===== config.mk =====
export PLATFORM = sky130hd
export DESIGN_NAME = tt_vga_io_frontend_flat
export DESIGN_NICKNAME = d
export VERILOG_FILES = /design/src/rtl/tt_vga_io_frontend_if.sv /design/src/rtl/tt_vga_io_frontend.sv /design/src/flat_wrapper.sv
export SDC_FILE = /design/constraint.sdc
export NUM_CORES = 1
export LEC_CHECK = 0
export ABC_AREA = 1
export CAP_MARGIN = 20
export CORE_MARGIN = 2
export CORE_UTILIZATION = 50
export DETAILED_ROUTE_END_ITERATION = 10
export HOLD_SLACK_MARGIN = 0.06
export PLACE_DENSITY = 0.76
export REMOVE_ABC_BUFFERS = 1
export SLEW_MARGIN = 5
export SYNTH_ARGS = -nofsm -noshare
export SYNTH_HDL_FRONTEND = slang
export SYNTH_SLANG_ARGS = --single-unit

===== constraint.sdc =====
create_clock -name clk -period 1.5 [get_ports clk]
set_clock_uncertainty 0.1 [all_clocks]
set_input_delay 0.15 -clock clk [delete_from_list [all_inputs] [get_ports clk]]
set_output_delay 0.15 -clock clk [all_outputs]
set_load 0.05 [all_outputs]

===== src/rtl/tt_vga_io_frontend_if.sv =====
// Pin-side bundle for tt_vga_io_frontend: buttons, config word, video in, PMOD byte out.
// master = the side driving pins and timing (top/bench); slave = the front end itself.
interface tt_vga_io_frontend_if #(
  parameter int N_BTN      = 3,
  parameter int CFG_W      = 8,
  parameter int COLOR_BITS = 1
);
  logic [N_BTN-1:0]      btn_raw;
  logic [N_BTN-1:0]      btn_level;
  logic [N_BTN-1:0]      btn_rise;
  logic                  cfg_override;
  logic [CFG_W-1:0]      cfg_ext;
  logic                  frame_start;
  logic [CFG_W-1:0]      cfg_active;
  logic                  cfg_changed;
  logic                  vid_hs;
  logic                  vid_vs;
  logic                  vid_blank;
  logic [COLOR_BITS-1:0] vid_r;
  logic [COLOR_BITS-1:0] vid_g;
  logic [COLOR_BITS-1:0] vid_b;
  logic                  tp_en;
  logic [7:0]            pmod_out;

  modport master (
    output btn_raw, cfg_override, cfg_ext, frame_start,
           vid_hs, vid_vs, vid_blank, vid_r, vid_g, vid_b, tp_en,
    input  btn_level, btn_rise, cfg_active, cfg_changed, pmod_out
  );

  modport slave (
    input  btn_raw, cfg_override, cfg_ext, frame_start,
           vid_hs, vid_vs, vid_blank, vid_r, vid_g, vid_b, tp_en,
    output btn_level, btn_rise, cfg_active, cfg_changed, pmod_out
  );
endinterface


===== src/rtl/tt_vga_io_frontend.sv =====
// TinyTapeout I/O front end: button sync/debounce, frame-latched config, TinyVGA PMOD packing.
// Optional test-bar generator enabled by defining TT_IO_TESTPAT_EN.
module tt_vga_io_frontend #(
  parameter int              N_BTN       = 3,
  parameter int              DEBOUNCE_W  = 16,
  parameter int              CFG_W       = 8,
  parameter logic [CFG_W-1:0] CFG_DEFAULT = 8'h42,
  parameter int              COLOR_BITS  = 1,
  parameter int              BAR_SHIFT   = 6
) (
  input logic                clk,
  input logic                rst_n,
  tt_vga_io_frontend_if.slave io
);
  localparam logic [DEBOUNCE_W-1:0] CNT_MAX = {DEBOUNCE_W{1'b1}};

  logic [N_BTN-1:0] level_vec;
  logic [N_BTN-1:0] rise_vec;

  // Each button: 2-flop synchroniser, then a counter that must saturate
  // with the synced value disagreeing with level before level follows.
  for (genvar gi = 0; gi < N_BTN; gi++) begin : g_btn
    logic [1:0]            sync_q;
    logic                  level_q;
    logic                  rise_q;
    logic [DEBOUNCE_W-1:0] cnt_q;

    always_ff @(posedge clk or negedge rst_n) begin
      if (!rst_n) begin
        sync_q  <= '0;
        level_q <= 1'b0;
        rise_q  <= 1'b0;
        cnt_q   <= '0;
      end else begin
        sync_q <= {sync_q[0], io.btn_raw[gi]};
        rise_q <= 1'b0;
        if (sync_q[1] == level_q) begin
          cnt_q <= '0;
        end else if (cnt_q == CNT_MAX) begin
          level_q <= sync_q[1];
          rise_q  <= sync_q[1];
          cnt_q   <= '0;
        end else begin
          cnt_q <= cnt_q + 1'b1;
        end
      end
    end

    assign level_vec[gi] = level_q;
    assign rise_vec[gi]  = rise_q;
  end

  assign io.btn_level = level_vec;
  assign io.btn_rise  = rise_vec;

  logic [CFG_W-1:0] cfg_sel;
  logic [CFG_W-1:0] cfg_active_q;
  logic             cfg_changed_q;

  assign cfg_sel = io.cfg_override ? io.cfg_ext : CFG_DEFAULT;

  always_ff @(posedge clk or negedge rst_n) begin
    if (!rst_n) begin
      cfg_active_q  <= CFG_DEFAULT;
      cfg_changed_q <= 1'b0;
    end else begin
      cfg_changed_q <= 1'b0;
      if (io.frame_start) begin
        cfg_active_q  <= cfg_sel;
        cfg_changed_q <= (cfg_sel != cfg_active_q);
      end
    end
  end

  assign io.cfg_active  = cfg_active_q;
  assign io.cfg_changed = cfg_changed_q;

  logic [COLOR_BITS-1:0] col_r, col_g, col_b;

`ifdef TT_IO_TESTPAT_EN
  // Pixel counter only needs the bits that select the bar index.
  logic [BAR_SHIFT+2:0] px_q;
  logic [2:0]           bar_idx;

  always_ff @(posedge clk or negedge rst_n) begin
    if (!rst_n)            px_q <= '0;
    else if (io.vid_blank) px_q <= '0;
    else                   px_q <= px_q + 1'b1;
  end

  assign bar_idx = px_q[BAR_SHIFT+2:BAR_SHIFT];
  assign col_r   = io.tp_en ? {COLOR_BITS{bar_idx[0]}} : io.vid_r;
  assign col_g   = io.tp_en ? {COLOR_BITS{bar_idx[1]}} : io.vid_g;
  assign col_b   = io.tp_en ? {COLOR_BITS{bar_idx[2]}} : io.vid_b;
`else
  logic unused_tp_en;
  assign unused_tp_en = io.tp_en;
  assign col_r = io.vid_r;
  assign col_g = io.vid_g;
  assign col_b = io.vid_b;
`endif

  logic r_msb, r_lsb, g_msb, g_lsb, b_msb, b_lsb;

  // PMOD has two bits per channel; a 1-bit colour drives both.
  if (COLOR_BITS == 1) begin : g_c1
    assign {r_msb, r_lsb} = {2{col_r[0]}};
    assign {g_msb, g_lsb} = {2{col_g[0]}};
    assign {b_msb, b_lsb} = {2{col_b[0]}};
  end else begin : g_c2
    assign {r_msb, r_lsb} = col_r[1:0];
    assign {g_msb, g_lsb} = col_g[1:0];
    assign {b_msb, b_lsb} = col_b[1:0];
  end

  logic       vis;
  logic [7:0] pmod_d;
  logic [7:0] pmod_q;

  assign vis    = ~io.vid_blank;
  assign pmod_d = {io.vid_hs, b_msb & vis, g_msb & vis, r_msb & vis,
                   io.vid_vs, b_lsb & vis, g_lsb & vis, r_lsb & vis};

  always_ff @(posedge clk or negedge rst_n) begin
    if (!rst_n) pmod_q <= 8'h00;
    else        pmod_q <= pmod_d;
  end

  assign io.pmod_out = pmod_q;
endmodule


===== src/flat_wrapper.sv =====
// flat-port wrapper written by rule: the top's interface ports become plain ports
module tt_vga_io_frontend_flat 
#(
  parameter int              N_BTN       = 3,
  parameter int              DEBOUNCE_W  = 16,
  parameter int              CFG_W       = 8,
  parameter logic [CFG_W-1:0] CFG_DEFAULT = 8'h42,
  parameter int              COLOR_BITS  = 1,
  parameter int              BAR_SHIFT   = 6
)
  (clk, rst_n, io_btn_raw, io_cfg_override, io_cfg_ext, io_frame_start, io_vid_hs, io_vid_vs, io_vid_blank, io_vid_r, io_vid_g, io_vid_b, io_tp_en, io_btn_level, io_btn_rise, io_cfg_active, io_cfg_changed, io_pmod_out);
  tt_vga_io_frontend_if #(.N_BTN(N_BTN), .CFG_W(CFG_W), .COLOR_BITS(COLOR_BITS)) io_i ();
  input logic clk;
  input logic rst_n;
  input wire logic [$bits(io_i.btn_raw)-1:0] io_btn_raw;
  input wire logic [$bits(io_i.cfg_override)-1:0] io_cfg_override;
  input wire logic [$bits(io_i.cfg_ext)-1:0] io_cfg_ext;
  input wire logic [$bits(io_i.frame_start)-1:0] io_frame_start;
  input wire logic [$bits(io_i.vid_hs)-1:0] io_vid_hs;
  input wire logic [$bits(io_i.vid_vs)-1:0] io_vid_vs;
  input wire logic [$bits(io_i.vid_blank)-1:0] io_vid_blank;
  input wire logic [$bits(io_i.vid_r)-1:0] io_vid_r;
  input wire logic [$bits(io_i.vid_g)-1:0] io_vid_g;
  input wire logic [$bits(io_i.vid_b)-1:0] io_vid_b;
  input wire logic [$bits(io_i.tp_en)-1:0] io_tp_en;
  output wire logic [$bits(io_i.btn_level)-1:0] io_btn_level;
  output wire logic [$bits(io_i.btn_rise)-1:0] io_btn_rise;
  output wire logic [$bits(io_i.cfg_active)-1:0] io_cfg_active;
  output wire logic [$bits(io_i.cfg_changed)-1:0] io_cfg_changed;
  output wire logic [$bits(io_i.pmod_out)-1:0] io_pmod_out;
  assign io_i.btn_raw = io_btn_raw;
  assign io_i.cfg_override = io_cfg_override;
  assign io_i.cfg_ext = io_cfg_ext;
  assign io_i.frame_start = io_frame_start;
  assign io_i.vid_hs = io_vid_hs;
  assign io_i.vid_vs = io_vid_vs;
  assign io_i.vid_blank = io_vid_blank;
  assign io_i.vid_r = io_vid_r;
  assign io_i.vid_g = io_vid_g;
  assign io_i.vid_b = io_vid_b;
  assign io_i.tp_en = io_tp_en;
  assign io_btn_level = io_i.btn_level;
  assign io_btn_rise = io_i.btn_rise;
  assign io_cfg_active = io_i.cfg_active;
  assign io_cfg_changed = io_i.cfg_changed;
  assign io_pmod_out = io_i.pmod_out;
  tt_vga_io_frontend #(.N_BTN(N_BTN), .DEBOUNCE_W(DEBOUNCE_W), .CFG_W(CFG_W), .CFG_DEFAULT(CFG_DEFAULT), .COLOR_BITS(COLOR_BITS), .BAR_SHIFT(BAR_SHIFT)) u_core (.clk(clk), .rst_n(rst_n), .io(io_i));
endmodule

==> results.cfg <==
[status]
status = finished, violations left
violations = negative setup slack

[place]
dpl.hpwl_um = 5420
io_buffers = 43
gp_congestion = 0.832
pre_cts_slack_ns = -0.0261
placed_area_sq_um = 4320

[floorplanning]
dieArea_sq_um = 8020
rows = 31
initial_core_util = 0.510
die_h_um = 89.5
coreArea_sq_um = 7180
die_x_um = 89.5
io_pins = 45

[cells_and_area]
stdcell_area_sq_um = 4760
area_delta_synth_final_pct = 30.1
drive_gt1_frac = 0.192
antenna_cells = 0
nets = 552

[clock_network]
cts_sinks = 74
clock_tree.root_cell = clkbuf_8
cts_buffers = 9
cts_buffer_depth = 2
cts.htree.levels = 3
path_clk_slew_ns = 0.07
insertion_delay_ns = 0.35
cts_tree = done

[synth]
netlist_instances = 463
synth-main-ff-cell = dfrtp_1
syn_avg_cell_area_sq_um = 7.90
async_flop_share = 1.00
yosysWarnings = 0
syn_area_sq_um = 3660
synth-seq-area-share = 0.507
synth_edf_count = 0
ys_types = 27
ys_ff_latch = 74

[detailed_routing]
wl_per_cell_um = 12.8
num_vias = 3136
drc = 0
drt_iter0_markers = 136
route.antenna.remaining_nets = 0
dr.pass1.iters = 5
drt_wl_total_um = 8050
vias_per_cell = 4.97

[sta]
grt_setup_unrepaired = true
fmax_mhz = 664
drv_slew = 0
worst_slew_pin_slew_ns = 0.430
report.final.hold_viol_count = 0
finalCritPeriodShare = 1.00
setup_violations = 2
setup_ws_ns = -0.00561
slew_headroom = 0.711
finalSetupTns_ns = -0.00685
fin_crit_ns = 1.51

[power]
power.internal_uw = 3210
p_sw_frac = 0.245
p_leak_uw = 0.00221
p_seq_frac = 0.498
p_clk_frac = 0.385
p_switching_uw = 1040
power.density_nw_per_um2 = 893
irDropWorstVdd_mv = 0.696
combPwrFrac = 0.117
finalPower_uw = 4250

[grt]
grt_max_degree = 31
antenna_found_initial = 0
grt.overflow.total = 0
grt_use_total = 0.208
grt_pass1_vias = 3037
grt_pass1_wl_um = 12900

[critical_path]
startpoint = u_core.g_btn[0].cnt_q[1]$_DFF_PN0_
cp.arrival_ns = 1.64
setup.worst_path.end_class = register
path_max_fanout = 5
worstSetupPathType = register to register
reg2regPathDepth = 6
rr_startpoint = u_core.g_btn[0].cnt_q[1]$_DFF_PN0_
cp.required_ns = 1.64
cp-start-kind = register

[worst_hold_path]
hold_path_depth = 1
hold_path.class = input port to register
min_from = io_btn_raw[0]

[run]
cap_violations = 0
## routing by layer
| layer | vias up | part of all wire | GRT usage | wire length (um) |
|---|---|---|---|---|
| li1 | 1551 | - | - | - |
| met4 | 0 | 0.019 | 0.0882 | 155 |
| met5 | - | 0 | 0 | 0 |
| met1 | 1501 | 0.42 | 0.241 | 3390 |
| met2 | 68 | 0.53 | 0.362 | 4240 |
| met3 | 16 | 0.033 | 0.0563 | 269 |
## layout by cell type, fill, tap and decap left out, types with 2 or more instances in the layout
cell and instances:
inv_1 50, nand4_1 7, nor3_1 3, dfrtp_1 69, xnor2_1 6, buf_12 12, a21oi_1 9, nor2_2 9
ha_4 2, nand3b_1 4, clkbuf_1 4, o21bai_1 8, bufinv_16 2, dfstp_2 2, nor2_4 3, clkbuf_8 9
nand3_4 3, inv_2 4, nand2_4 5, nand3_1 17, buf_4 30, dfrtp_2 3, o21ai_1 3, xor2_2 2
clkdlybuf4s50_1 19, nand2_2 7, xor2_1 10, nand2_1 133, nor2_1 74, nor3_2 2, o21ai_0 13
## power by group through the flow
stage / clock network [uW] / logic [uW] / registers [uW]
6_report: 1640 / 498 / 2120
5_1_grt: 1750 / 544 / 2120
4_1_cts: 1670 / 474 / 2110
3_5_place_dp: 0 / 469 / 2140
3_3_place_gp: 0 / 462 / 2140
2_1_floorplan: 0 / 119 / 2240
## cells in the mapped netlist, types with 2 or more instances
| library cell | n | share of area |
|---|---|---|
| dfrtp_1 | 72 | 0.49 |
| nand3b_1 | 4 | 0.0082 |
| o21ai_1 | 2 | 0.0027 |
| o21bai_1 | 8 | 0.016 |
| a21oi_1 | 9 | 0.012 |
| nor3_2 | 2 | 0.0055 |
| nand2_1 | 140 | 0.14 |
| nand3_1 | 19 | 0.026 |
| o21ai_0 | 15 | 0.021 |
| dfstp_2 | 2 | 0.014 |
| xor2_1 | 13 | 0.031 |
| nand2_2 | 2 | 0.0034 |
| xnor2_1 | 6 | 0.014 |
| buf_4 | 9 | 0.018 |
| nor3_1 | 3 | 0.0041 |
| nand3_2 | 2 | 0.0055 |
| inv_1 | 54 | 0.055 |
| nand4_1 | 7 | 0.012 |
| nor2_1 | 83 | 0.085 |
| ha_1 | 3 | 0.010 |
| nor2_2 | 2 | 0.0034 |
## through the flow
step,hold slack (ns),utilization,std cells
global route,0.122,0.663,631
global placement,0.00848,0.602,606
detailed placement,0.00816,0.602,606
floorplan,-0.246,-,452
CTS,0.120,0.632,623
finish,0.131,0.663,631
## repair_timing
action,4_1_cts,5_1_grt
buffers inserted,0,6
cloned,0,2
resized for setup,2,44
hold buffers,1,0
setup endpoints to repair,9,43
endpoints found under the hold margin,73,0
pin swaps,0,10
## critical path: stages (launching register included)
cell	delay [ns]
dfrtp_1	0.42
ha_4	0.18
nand3_4	0.08
nor3_4	0.25
nand3_4	0.16
nand2_4	0.15
nor2_1	0.06
## layout make-up
cell class / instances / area [sq um]
repair buffers: 62 / 666
fillers: 566 / 2420
flip-flops and latches: 74 / 1860
inverters: 54 / 203
clock inverters: 3 / 65.1
well taps: 99 / 124
multi-input cells: 326 / 1710
clock buffers: 13 / 139
## sequential cells by signal, indices dropped and copies added (netlist names)
| name | cells |
|---|---|
| u_core.io.cfg_active | 8 |
| u_core.g_btn.rise_q | 3 |
| u_core.io.pmod_out | 5 |
| u_core.g_btn.level_q | 3 |
| u_core.g_btn.sync_q | 6 |
| u_core.g_btn.cnt_q | 48 |
| u_core.io.cfg_changed | 1 |
## final timing paths
check,endpoint,slack [ns]
worst max-delay path,u_core.g_btn[0].cnt_q[13]$_DFF_PN0_,-0.006
worst min-delay path,u_core.g_btn[0].sync_q[0]$_DFF_PN0_,0.13
worst max register to register,u_core.g_btn[0].cnt_q[13]$_DFF_PN0_,-0.006
worst min register to register,u_core.g_btn[2].sync_q[1]$_DFF_PN0_,0.25
max in group asynchronous,u_core.io.cfg_active[1]$_DFFE_PN1P_,0.57
min in group asynchronous,u_core.g_btn[1].cnt_q[14]$_DFF_PN0_,0.17
## cells by family after synthesis
kind of cell	count (synthesis)	synth area share
fa+ha+maj	3	0.0103
buf+inv	65	0.0763
xor+xnor	19	0.0455
simple gates	268	0.309
flops	74	0.507
compound gates	34	0.0520
(Power assumes the default switching activity.)
